File: src/rtl/mem_lsu_pkg.sv
// mem_lsu_pkg: shared definitions for the memory-access pipeline stage.
//   memop_e  - memory op encoding driven on memop_i
//   state_e  - FSM states of mem_lsu
//   size_e   - access size decoded from a memop
//   helpers  - size, signedness, load/store class and 64-bit-only decode
package mem_lsu_pkg;

    typedef enum logic [3:0] {
        MEMOP_NOP = 4'd0,
        MEMOP_LB  = 4'd1,
        MEMOP_LBU = 4'd2,
        MEMOP_LH  = 4'd3,
        MEMOP_LHU = 4'd4,
        MEMOP_LW  = 4'd5,
        MEMOP_LWU = 4'd6,
        MEMOP_LD  = 4'd7,
        MEMOP_SB  = 4'd8,
        MEMOP_SH  = 4'd9,
        MEMOP_SW  = 4'd10,
        MEMOP_SD  = 4'd11
    } memop_e;

    typedef enum logic {
        IDLE = 1'b0,
        BUS  = 1'b1
    } state_e;

    typedef enum logic [1:0] {
        SIZE_B = 2'd0,
        SIZE_H = 2'd1,
        SIZE_W = 2'd2,
        SIZE_D = 2'd3
    } size_e;

    function automatic size_e memop_size(input logic [3:0] op);
        case (op)
            MEMOP_LH, MEMOP_LHU, MEMOP_SH:            return SIZE_H;
            MEMOP_LW, MEMOP_LWU, MEMOP_SW:            return SIZE_W;
            MEMOP_LD, MEMOP_SD:                       return SIZE_D;
            default:                                  return SIZE_B;
        endcase
    endfunction

    // Loads that sign-extend their extracted field.
    function automatic logic memop_signed(input logic [3:0] op);
        case (op)
            MEMOP_LB, MEMOP_LH, MEMOP_LW: return 1'b1;
            default:                      return 1'b0;
        endcase
    endfunction

    function automatic logic memop_is_load(input logic [3:0] op);
        case (op)
            MEMOP_LB, MEMOP_LBU, MEMOP_LH, MEMOP_LHU,
            MEMOP_LW, MEMOP_LWU, MEMOP_LD:           return 1'b1;
            default:                                 return 1'b0;
        endcase
    endfunction

    function automatic logic memop_is_store(input logic [3:0] op);
        case (op)
            MEMOP_SB, MEMOP_SH, MEMOP_SW, MEMOP_SD: return 1'b1;
            default:                                return 1'b0;
        endcase
    endfunction

    // Ops that only exist on a 64-bit datapath.
    function automatic logic memop_needs_64(input logic [3:0] op);
        case (op)
            MEMOP_LWU, MEMOP_LD, MEMOP_SD: return 1'b1;
            default:                       return 1'b0;
        endcase
    endfunction

endpackage

File: src/rtl/mem_lsu_align.sv
// mem_lsu_align: combinational lane steering for mem_lsu.
//   memop_i       op being aligned (new request or the latched one)
//   addr_lo_i     low three byte-address bits
//   store_data_i  store source value, replicated across lanes
//   rdata_i       bus read data
//   sel_o         byte-lane enables for the addressed bytes
//   wdata_o       replicated store data
//   load_data_o   extracted and sign/zero-extended load value
//   misalign_o    access not naturally aligned for its size
module mem_lsu_align
    import mem_lsu_pkg::*;
#(
    parameter int DATA_W = 32
) (
    input  logic [3:0]          memop_i,
    input  logic [2:0]          addr_lo_i,
    input  logic [DATA_W-1:0]   store_data_i,
    input  logic [DATA_W-1:0]   rdata_i,
    output logic [DATA_W/8-1:0] sel_o,
    output logic [DATA_W-1:0]   wdata_o,
    output logic [DATA_W-1:0]   load_data_o,
    output logic                misalign_o
);

    localparam int NB    = DATA_W / 8;
    localparam int OFF_W = $clog2(NB);

    size_e             size;
    logic              sgn;
    logic [OFF_W-1:0]  off;
    logic [DATA_W-1:0] shifted;
    logic [DATA_W-1:0] rep_b;
    logic [DATA_W-1:0] rep_h;
    logic [DATA_W-1:0] rep_w;
    logic [NB-1:0]     base_sel;

    assign size    = memop_size(memop_i);
    assign sgn     = memop_signed(memop_i);
    assign off     = addr_lo_i[OFF_W-1:0];
    // Bring the addressed byte down to lane 0 (little-endian lanes).
    assign shifted = rdata_i >> {off, 3'b000};

    // Store data is repeated so every lane of its size carries it;
    // the byte enables pick which lanes the memory actually writes.
    genvar gi;
    generate
        for (gi = 0; gi < NB; gi++) begin : g_lane
            assign rep_b[8*gi +: 8] = store_data_i[7:0];
            assign rep_h[8*gi +: 8] = store_data_i[8*(gi%2) +: 8];
            assign rep_w[8*gi +: 8] = store_data_i[8*(gi%4) +: 8];
        end
    endgenerate

    always_comb begin
        base_sel    = '0;
        wdata_o     = store_data_i;
        misalign_o  = 1'b0;
        load_data_o = shifted;
        case (size)
            SIZE_B: begin
                base_sel[0]       = 1'b1;
                wdata_o           = rep_b;
                load_data_o       = {DATA_W{sgn & shifted[7]}};
                load_data_o[7:0]  = shifted[7:0];
            end
            SIZE_H: begin
                base_sel[1:0]     = 2'b11;
                wdata_o           = rep_h;
                misalign_o        = addr_lo_i[0];
                load_data_o       = {DATA_W{sgn & shifted[15]}};
                load_data_o[15:0] = shifted[15:0];
            end
            SIZE_W: begin
                base_sel[3:0]     = 4'hF;
                wdata_o           = rep_w;
                misalign_o        = (addr_lo_i[1:0] != 2'b00);
                load_data_o       = {DATA_W{sgn & shifted[31]}};
                load_data_o[31:0] = shifted[31:0];
            end
            default: begin
                base_sel          = '1;
                wdata_o           = store_data_i;
                misalign_o        = (addr_lo_i != 3'b000);
                load_data_o       = shifted;
            end
        endcase
    end

    assign sel_o = base_sel << off;

endmodule

File: src/rtl/mem_lsu.sv
// mem_lsu: memory-access pipeline stage between execute and write-back.
//   clk, rst             clock, synchronous active-high reset
//   valid_i, memop_i     instruction present / its memory op
//   wd_i, wreg_i         destination register / write enable
//   wdata_i              ALU result for non-memory ops
//   mem_addr_i           effective byte address
//   store_data_i         store source value
//   stall_req_o          hold the upstream pipeline
//   wd_o, wreg_o,
//   wdata_o, err_o       registered write-back slot and error pulse
//   mem_req_o ... mem_wdata_o  registered bus request
//   mem_rdata_i, mem_ack_i     bus response
module mem_lsu
    import mem_lsu_pkg::*;
#(
    parameter int DATA_W     = 32,
    parameter int ADDR_W     = 32,
    parameter int REG_ADDR_W = 5,
    parameter int TIMEOUT    = 255
) (
    input  logic                  clk,
    input  logic                  rst,
    input  logic                  valid_i,
    input  logic [3:0]            memop_i,
    input  logic [REG_ADDR_W-1:0] wd_i,
    input  logic                  wreg_i,
    input  logic [DATA_W-1:0]     wdata_i,
    input  logic [ADDR_W-1:0]     mem_addr_i,
    input  logic [DATA_W-1:0]     store_data_i,
    output logic                  stall_req_o,
    output logic [REG_ADDR_W-1:0] wd_o,
    output logic                  wreg_o,
    output logic [DATA_W-1:0]     wdata_o,
    output logic                  err_o,
    output logic                  mem_req_o,
    output logic                  mem_we_o,
    output logic [ADDR_W-1:0]     mem_addr_o,
    output logic [DATA_W/8-1:0]   mem_sel_o,
    output logic [DATA_W-1:0]     mem_wdata_o,
    input  logic [DATA_W-1:0]     mem_rdata_i,
    input  logic                  mem_ack_i
);

    localparam int NB    = DATA_W / 8;
    localparam int OFF_W = $clog2(NB);
    localparam int CNT_W = $clog2(TIMEOUT + 1);
    localparam bit WIDE  = (DATA_W == 64);
    // Count value of the last allowed wait cycle; no ack there means abort.
    localparam logic [CNT_W-1:0] TO_LAST = CNT_W'(TIMEOUT - 1);

    state_e                state_q;
    logic [CNT_W-1:0]      cnt_q;
    logic [3:0]            lat_op_q;
    logic [2:0]            lat_addr_lo_q;
    logic [REG_ADDR_W-1:0] lat_wd_q;
    logic                  lat_wreg_q;

    logic [REG_ADDR_W-1:0] wd_q;
    logic                  wreg_q;
    logic [DATA_W-1:0]     wdata_q;
    logic                  err_q;
    logic                  mem_req_q;
    logic                  mem_we_q;
    logic [ADDR_W-1:0]     mem_addr_q;
    logic [NB-1:0]         mem_sel_q;
    logic [DATA_W-1:0]     mem_wdata_q;

    logic [3:0]            al_op;
    logic [2:0]            al_addr_lo;
    logic [NB-1:0]         al_sel;
    logic [DATA_W-1:0]     al_wdata;
    logic [DATA_W-1:0]     al_load;
    logic                  al_misalign;

    logic                  is_load;
    logic                  is_store;
    logic                  supported;
    logic                  accept;
    logic                  timeout_hit;

    // While a bus access is outstanding the aligner works on the latched
    // request so the load extraction sees the original op and offset.
    assign al_op      = (state_q == BUS) ? lat_op_q      : memop_i;
    assign al_addr_lo = (state_q == BUS) ? lat_addr_lo_q : mem_addr_i[2:0];

    mem_lsu_align #(
        .DATA_W(DATA_W)
    ) u_align (
        .memop_i     (al_op),
        .addr_lo_i   (al_addr_lo),
        .store_data_i(store_data_i),
        .rdata_i     (mem_rdata_i),
        .sel_o       (al_sel),
        .wdata_o     (al_wdata),
        .load_data_o (al_load),
        .misalign_o  (al_misalign)
    );

    assign is_load     = memop_is_load(memop_i);
    assign is_store    = memop_is_store(memop_i);
    assign supported   = (is_load || is_store) && (WIDE || !memop_needs_64(memop_i));
    assign accept      = valid_i && supported && !al_misalign;
    assign timeout_hit = (cnt_q == TO_LAST);

    // Stall drops in the cycle the access resolves so the next instruction
    // is taken on the same edge that retires this one.
    assign stall_req_o = (state_q == IDLE) ? accept : !(mem_ack_i || timeout_hit);

    always_ff @(posedge clk) begin
        if (rst) begin
            state_q       <= IDLE;
            cnt_q         <= '0;
            lat_op_q      <= '0;
            lat_addr_lo_q <= '0;
            lat_wd_q      <= '0;
            lat_wreg_q    <= 1'b0;
            wd_q          <= '0;
            wreg_q        <= 1'b0;
            wdata_q       <= '0;
            err_q         <= 1'b0;
            mem_req_q     <= 1'b0;
            mem_we_q      <= 1'b0;
            mem_addr_q    <= '0;
            mem_sel_q     <= '0;
            mem_wdata_q   <= '0;
        end else begin
            // Slot defaults to a bubble; err_o is a single-cycle pulse.
            wreg_q <= 1'b0;
            err_q  <= 1'b0;
            case (state_q)
                IDLE: begin
                    if (valid_i) begin
                        if (memop_i == MEMOP_NOP) begin
                            wd_q    <= wd_i;
                            wreg_q  <= wreg_i;
                            wdata_q <= wdata_i;
                        end else if (!accept) begin
                            // Unsupported or misaligned: consume the slot with an error.
                            err_q <= 1'b1;
                        end else begin
                            lat_op_q      <= memop_i;
                            lat_addr_lo_q <= mem_addr_i[2:0];
                            lat_wd_q      <= wd_i;
                            lat_wreg_q    <= wreg_i & is_load;
                            mem_req_q     <= 1'b1;
                            mem_we_q      <= is_store;
                            mem_addr_q    <= {mem_addr_i[ADDR_W-1:OFF_W], {OFF_W{1'b0}}};
                            mem_sel_q     <= al_sel;
                            mem_wdata_q   <= al_wdata;
                            cnt_q         <= '0;
                            state_q       <= BUS;
                        end
                    end
                end
                BUS: begin
                    // Ack is checked first so it wins over a coincident timeout.
                    if (mem_ack_i) begin
                        mem_req_q <= 1'b0;
                        state_q   <= IDLE;
                        wd_q      <= lat_wd_q;
                        wreg_q    <= lat_wreg_q;
                        if (memop_is_load(lat_op_q)) begin
                            wdata_q <= al_load;
                        end
                    end else if (timeout_hit) begin
                        mem_req_q <= 1'b0;
                        err_q     <= 1'b1;
                        state_q   <= IDLE;
                    end else begin
                        cnt_q <= cnt_q + CNT_W'(1);
                    end
                end
                default: state_q <= IDLE;
            endcase
        end
    end

    assign wd_o        = wd_q;
    assign wreg_o      = wreg_q;
    assign wdata_o     = wdata_q;
    assign err_o       = err_q;
    assign mem_req_o   = mem_req_q;
    assign mem_we_o    = mem_we_q;
    assign mem_addr_o  = mem_addr_q;
    assign mem_sel_o   = mem_sel_q;
    assign mem_wdata_o = mem_wdata_q;

endmodule
File: config.mk
export PLATFORM = sky130hd
export DESIGN_NAME = mem_lsu
export DESIGN_NICKNAME = d
export VERILOG_FILES = /design/src/rtl/mem_lsu_pkg.sv /design/src/rtl/mem_lsu_align.sv /design/src/rtl/mem_lsu.sv
export SDC_FILE = /design/constraint.sdc
export NUM_CORES = 1
export LEC_CHECK = 0
export BUFFER_PORTS_ARGS = -buffer_cell sky130_fd_sc_hd__clkbuf_2
export CAP_MARGIN = 20
export CORE_MARGIN = 4
export CORE_UTILIZATION = 53
export CTS_CLUSTER_SIZE = 30
export DETAILED_ROUTE_END_ITERATION = 10
export PLACE_DENSITY = 0.86
export SETUP_SLACK_MARGIN = 0.02
export SYNTH_ARGS = -nofsm -noshare
export SYNTH_HDL_FRONTEND = slang
export SYNTH_SLANG_ARGS = --single-unit
File: constraint.sdc
create_clock -name clk -period 9.9 [get_ports clk]
set_input_delay 0 -clock clk [delete_from_list [all_inputs] [get_ports clk]]
set_output_delay 0 -clock clk [all_outputs]
set_load 0.02 [all_outputs]
==> results summary <==
The maximum number of buffers from clock root to sink came out at 2. The area share of the leading cell type in the synthesized netlist came out at 0.3953. For this run, the share of the core covered by cells in the final layout is 0.8079.

The finished layout holds 1273 standard cells, fillers aside. The setup TNS is 0 ns. Broken down by cell family, the worst path's largest delay share belongs to buffers and inverters. Dividing total power by cell area gives a power density of 166.9 mW/mm2. The kind of end point of the critical path is a register. The worst path buffer plus inverter count is 3. For this design, the slowest cell found on the critical path is or2_1. Setup repair after global routing left no endpoint under its margin. The estimated wirelength of the detail-placed design is 13930 um. The mean area per synthesized cell came out at 8.474 um2. The number of violations reported at the end of detailed-routing iteration 0 came out at 994. The biggest fanout along the worst timing path is 76. The clock root buffer master is clkbuf_16. The I/O pin count is 252. The clock sink count is 128. The initial antenna violation count came to 0. The largest clock skew in the final design came out at 0.009019 ns.

The peak ir drop on the vdd network is 119.7 uV. Data arrives at the worst endpoint at 5.30 ns. Clock-pin slew was measured on the worst setup and hold paths at 0.06 ns. The max-slew violation total from the final report is 0. The count of port buffers added during placement came out at 249. Routability-driven placement finished with a final weighted congestion of 0.8982. Synthesis produced 765 cells. For the pin with the worst max-slew slack, the measured transition is 1.040 ns.

After synthesis, the cell types taking the most area are dfxtp_1 (40%), a21oi_1 (7.9%), o21ai_0 (6.7%). The sum of internal, switching and leakage power came out at 0.001619 W. The maximum frequency from static timing analysis came out at 202.6 MHz. The total congestion overflow after global routing is 0. The share of the Yosys chip area taken by registers is 0.3953. The area enclosed by the die boundary came out at 0.01406 mm2.

The delay of the slowest cell on the worst path is 0.82 ns. The register bit count reported by yosys is 128. The post-synthesis to final-layout area growth came out at 49.70%. The library cell appearing most often on the critical path is buf_4. The proportion of synthesized flip-flops having asynchronous set or reset is 0. The path class of the tightest hold or removal check is in -> reg. The most used flip-flop cell after synthesis is dfxtp_1. The first-pass iteration count of the detailed router is 6. The critical setup path kind is reg -> reg.

The number of levels the H-tree was split into is 4. The biggest area contributor in the post-synthesis netlist is dfxtp_1. Dividing the detail-routed wire length by the instance count gives 21.10 um. The flow ran to the end, and the final reports show no timing, DRC or antenna violations. Among all cell types in the netlist, the one instantiated most often is dfxtp_1.

The number of diodes is 0. The total global-route track usage is 0.3684. The final layout contains routed wiring with a total length of 26860 um. At the later pin of the worst-skew pair, clock insertion delay measures 0.42 ns. From bottom edge to top edge, the die measures 118.6 um. The synthesized design contains 0 enable-type register cells.

The remaining antenna violation count after routing came out at 0. The die boundary width is 118.6 um. The total number of nets in the final design came out at 1260. The critical path goes through buf_4 -> mux2i_1 -> ha_1 -> a21oi_4 -> or2_1 -> a211o_2 -> buf_4 -> a21oi_1 -> a311oi_1 -> dlygate4sd3_1. After filler insertion, the fill cell instance count of the layout stands at 758. The worst setup path is launched from a register. The leakage power came out at 4.151 nW. The post-layout minimum cycle time is 4.936 ns. The row count came out at 40. In this run the standard cell core region covers 0.01201 mm2.

The effective utilization at floorplan came out at 0.5397. The max-cap violation count is 0. Measured against its own limit, the worst slew margin works out to 0.3068. The number of global-route vias before repair came to 8060. The number of distinct library cells after synthesis came out at 68. Across all setup checks in the final design, the least slack found is 4.964 ns. The largest net degree at the start of global routing came out at 91. After detailed placement, the design holds a cell count of 1097. The routed via count divided by cell count came out at 6.354. The summed instance area of the synthesized netlist came out at 0.006482 mm2.

The minimum setup slack after placement came out at 5.765 ns. The number of buffers inserted during clock tree synthesis is 17. The detailed-route DRC error count came out at 0. In the finished design, the share of the clock period the worst path needs comes to 0.4985. By count the netlist is led by dfxtp_1 (128), a21oi_1 (102), o21ai_0 (87). The detailed-route via count is 8089. The wire length of the first global-routing pass came out at 42000 um. TritonCTS built the clock tree. The final hold violation count came out at 0.

The share of final-layout standard cells stronger than drive strength 1 came out at 0.2815. The total number of yosys warnings came out at 0. The number of endpoints failing setup at the final stage came out at 0. The data required time of the worst path came out at 10.26 ns.
## registers in the layout (all words and copies together) (netlist names), 2 cells and up
signal,cells
cnt_q,8
wd_o,5
lat_op_q,4
mem_sel_o,4
wdata_o,32
mem_wdata_o,32
lat_wd_q,5
lat_addr_lo_q,2
mem_addr_o,30
## stage by stage
stage,cell area (um2),hold slack (ns)
floorplan,6486,0.1310
global placement,7617,0.2297
detailed placement,7617,0.2361
CTS,9704,0.004167
global route,9704,0.03459
finish,9704,0.02112
## logic make-up (layout without fill, tap and decap cells)
logic type / Yosys count / after routing / share of synthesized area
xor gates and xnor gates: 1 / 1 / 0.001351
AOI/OAI and AO/OA: 316 / 316 / 0.3152
buffers and inverters: 84 / 444 / 0.06427
adders and majority gates: 5 / 5 / 0.009651
muxes: 41 / 41 / 0.06543
other: 1 / 2 / 0.0005785
and+or+nand+nor: 189 / 189 / 0.1482
DFF: 128 / 128 / 0.3953
## layout make-up
type                            count  area (um2)  share of cell area
Tap cell                          147       183.9             0.01895
Inverter                            8       30.03            0.003094
Sequential cell                   128        2564              0.2642
Timing Repair Buffer              404        2773              0.2857
Clock inverter                     12       178.9             0.01844
Clock buffer                       20       466.7             0.04809
Multi-Input combinational cell    554        3508              0.3615
## cells in the final DEF (no fill, tap or decap), types with 5 or more instances in the layout
cell type / count
a221oi_1: 8
ha_1: 5
nand2b_1: 5
nor2b_1: 12
o31a_1: 8
a21oi_1: 102
mux2i_1: 32
dfxtp_1: 127
a311oi_1: 20
clkbuf_2: 248
nand3_1: 55
nor2_1: 35
inv_1: 8
o21a_1: 9
a22oi_1: 15
nor3_1: 8
dlygate4sd3_1: 144
and2_1: 10
buf_4: 12
mux2_2: 8
clkbuf_16: 17
a211oi_1: 25
a221o_1: 9
o21ai_0: 87
nand2_1: 44
## repair_timing
action | in CTS | in global routing
resized for setup | 0 | 0
endpoints found under the hold margin | 113 | 0
buffers inserted | 0 | 0
hold buffers | 144 | 0
## where the power goes
part / switching (W) / total, W / internal (W) / leakage, nW
combinational: 0.000218 / 0.000360 / 0.000142 / 2.80
clock: 0.000250 / 0.000693 / 0.000443 / 0.309
sequential: 0.0000215 / 0.000566 / 0.000545 / 1.04
## layer usage
metal	wire length, um	track usage	vias up	part of all wire
met3	2589	0.08804	175	0.096
met4	1693	0.2346	0	0.063
met5	0	0	-	0
met2	12750	0.6082	655	0.47
met1	9820	0.4273	3712	0.37
li1	-	-	3547	-
## path summary, 6_finish.rpt
kind                     from               to  slack (ns)  cells after the start
max                   state_q  mem_wdata_o[21]        4.96                     10
min          store_data_i[28]  mem_wdata_o[28]        0.02                      3
max reg2reg           state_q  mem_wdata_o[21]        4.96                     10
min reg2reg       wdata_o[15]      wdata_o[15]        0.47                      2
## worst register-to-register path, stage by stage, from the launching register on
cell and delay, ns:
dfxtp_2 0.32, buf_4 0.69, mux2i_1 0.30, ha_1 0.30, a21oi_4 0.18, or2_1 0.82
a211o_2 0.42, buf_4 0.64, a21oi_1 0.23, a311oi_1 0.39, dlygate4sd3_1 0.60
(Power assumes the default switching activity.)
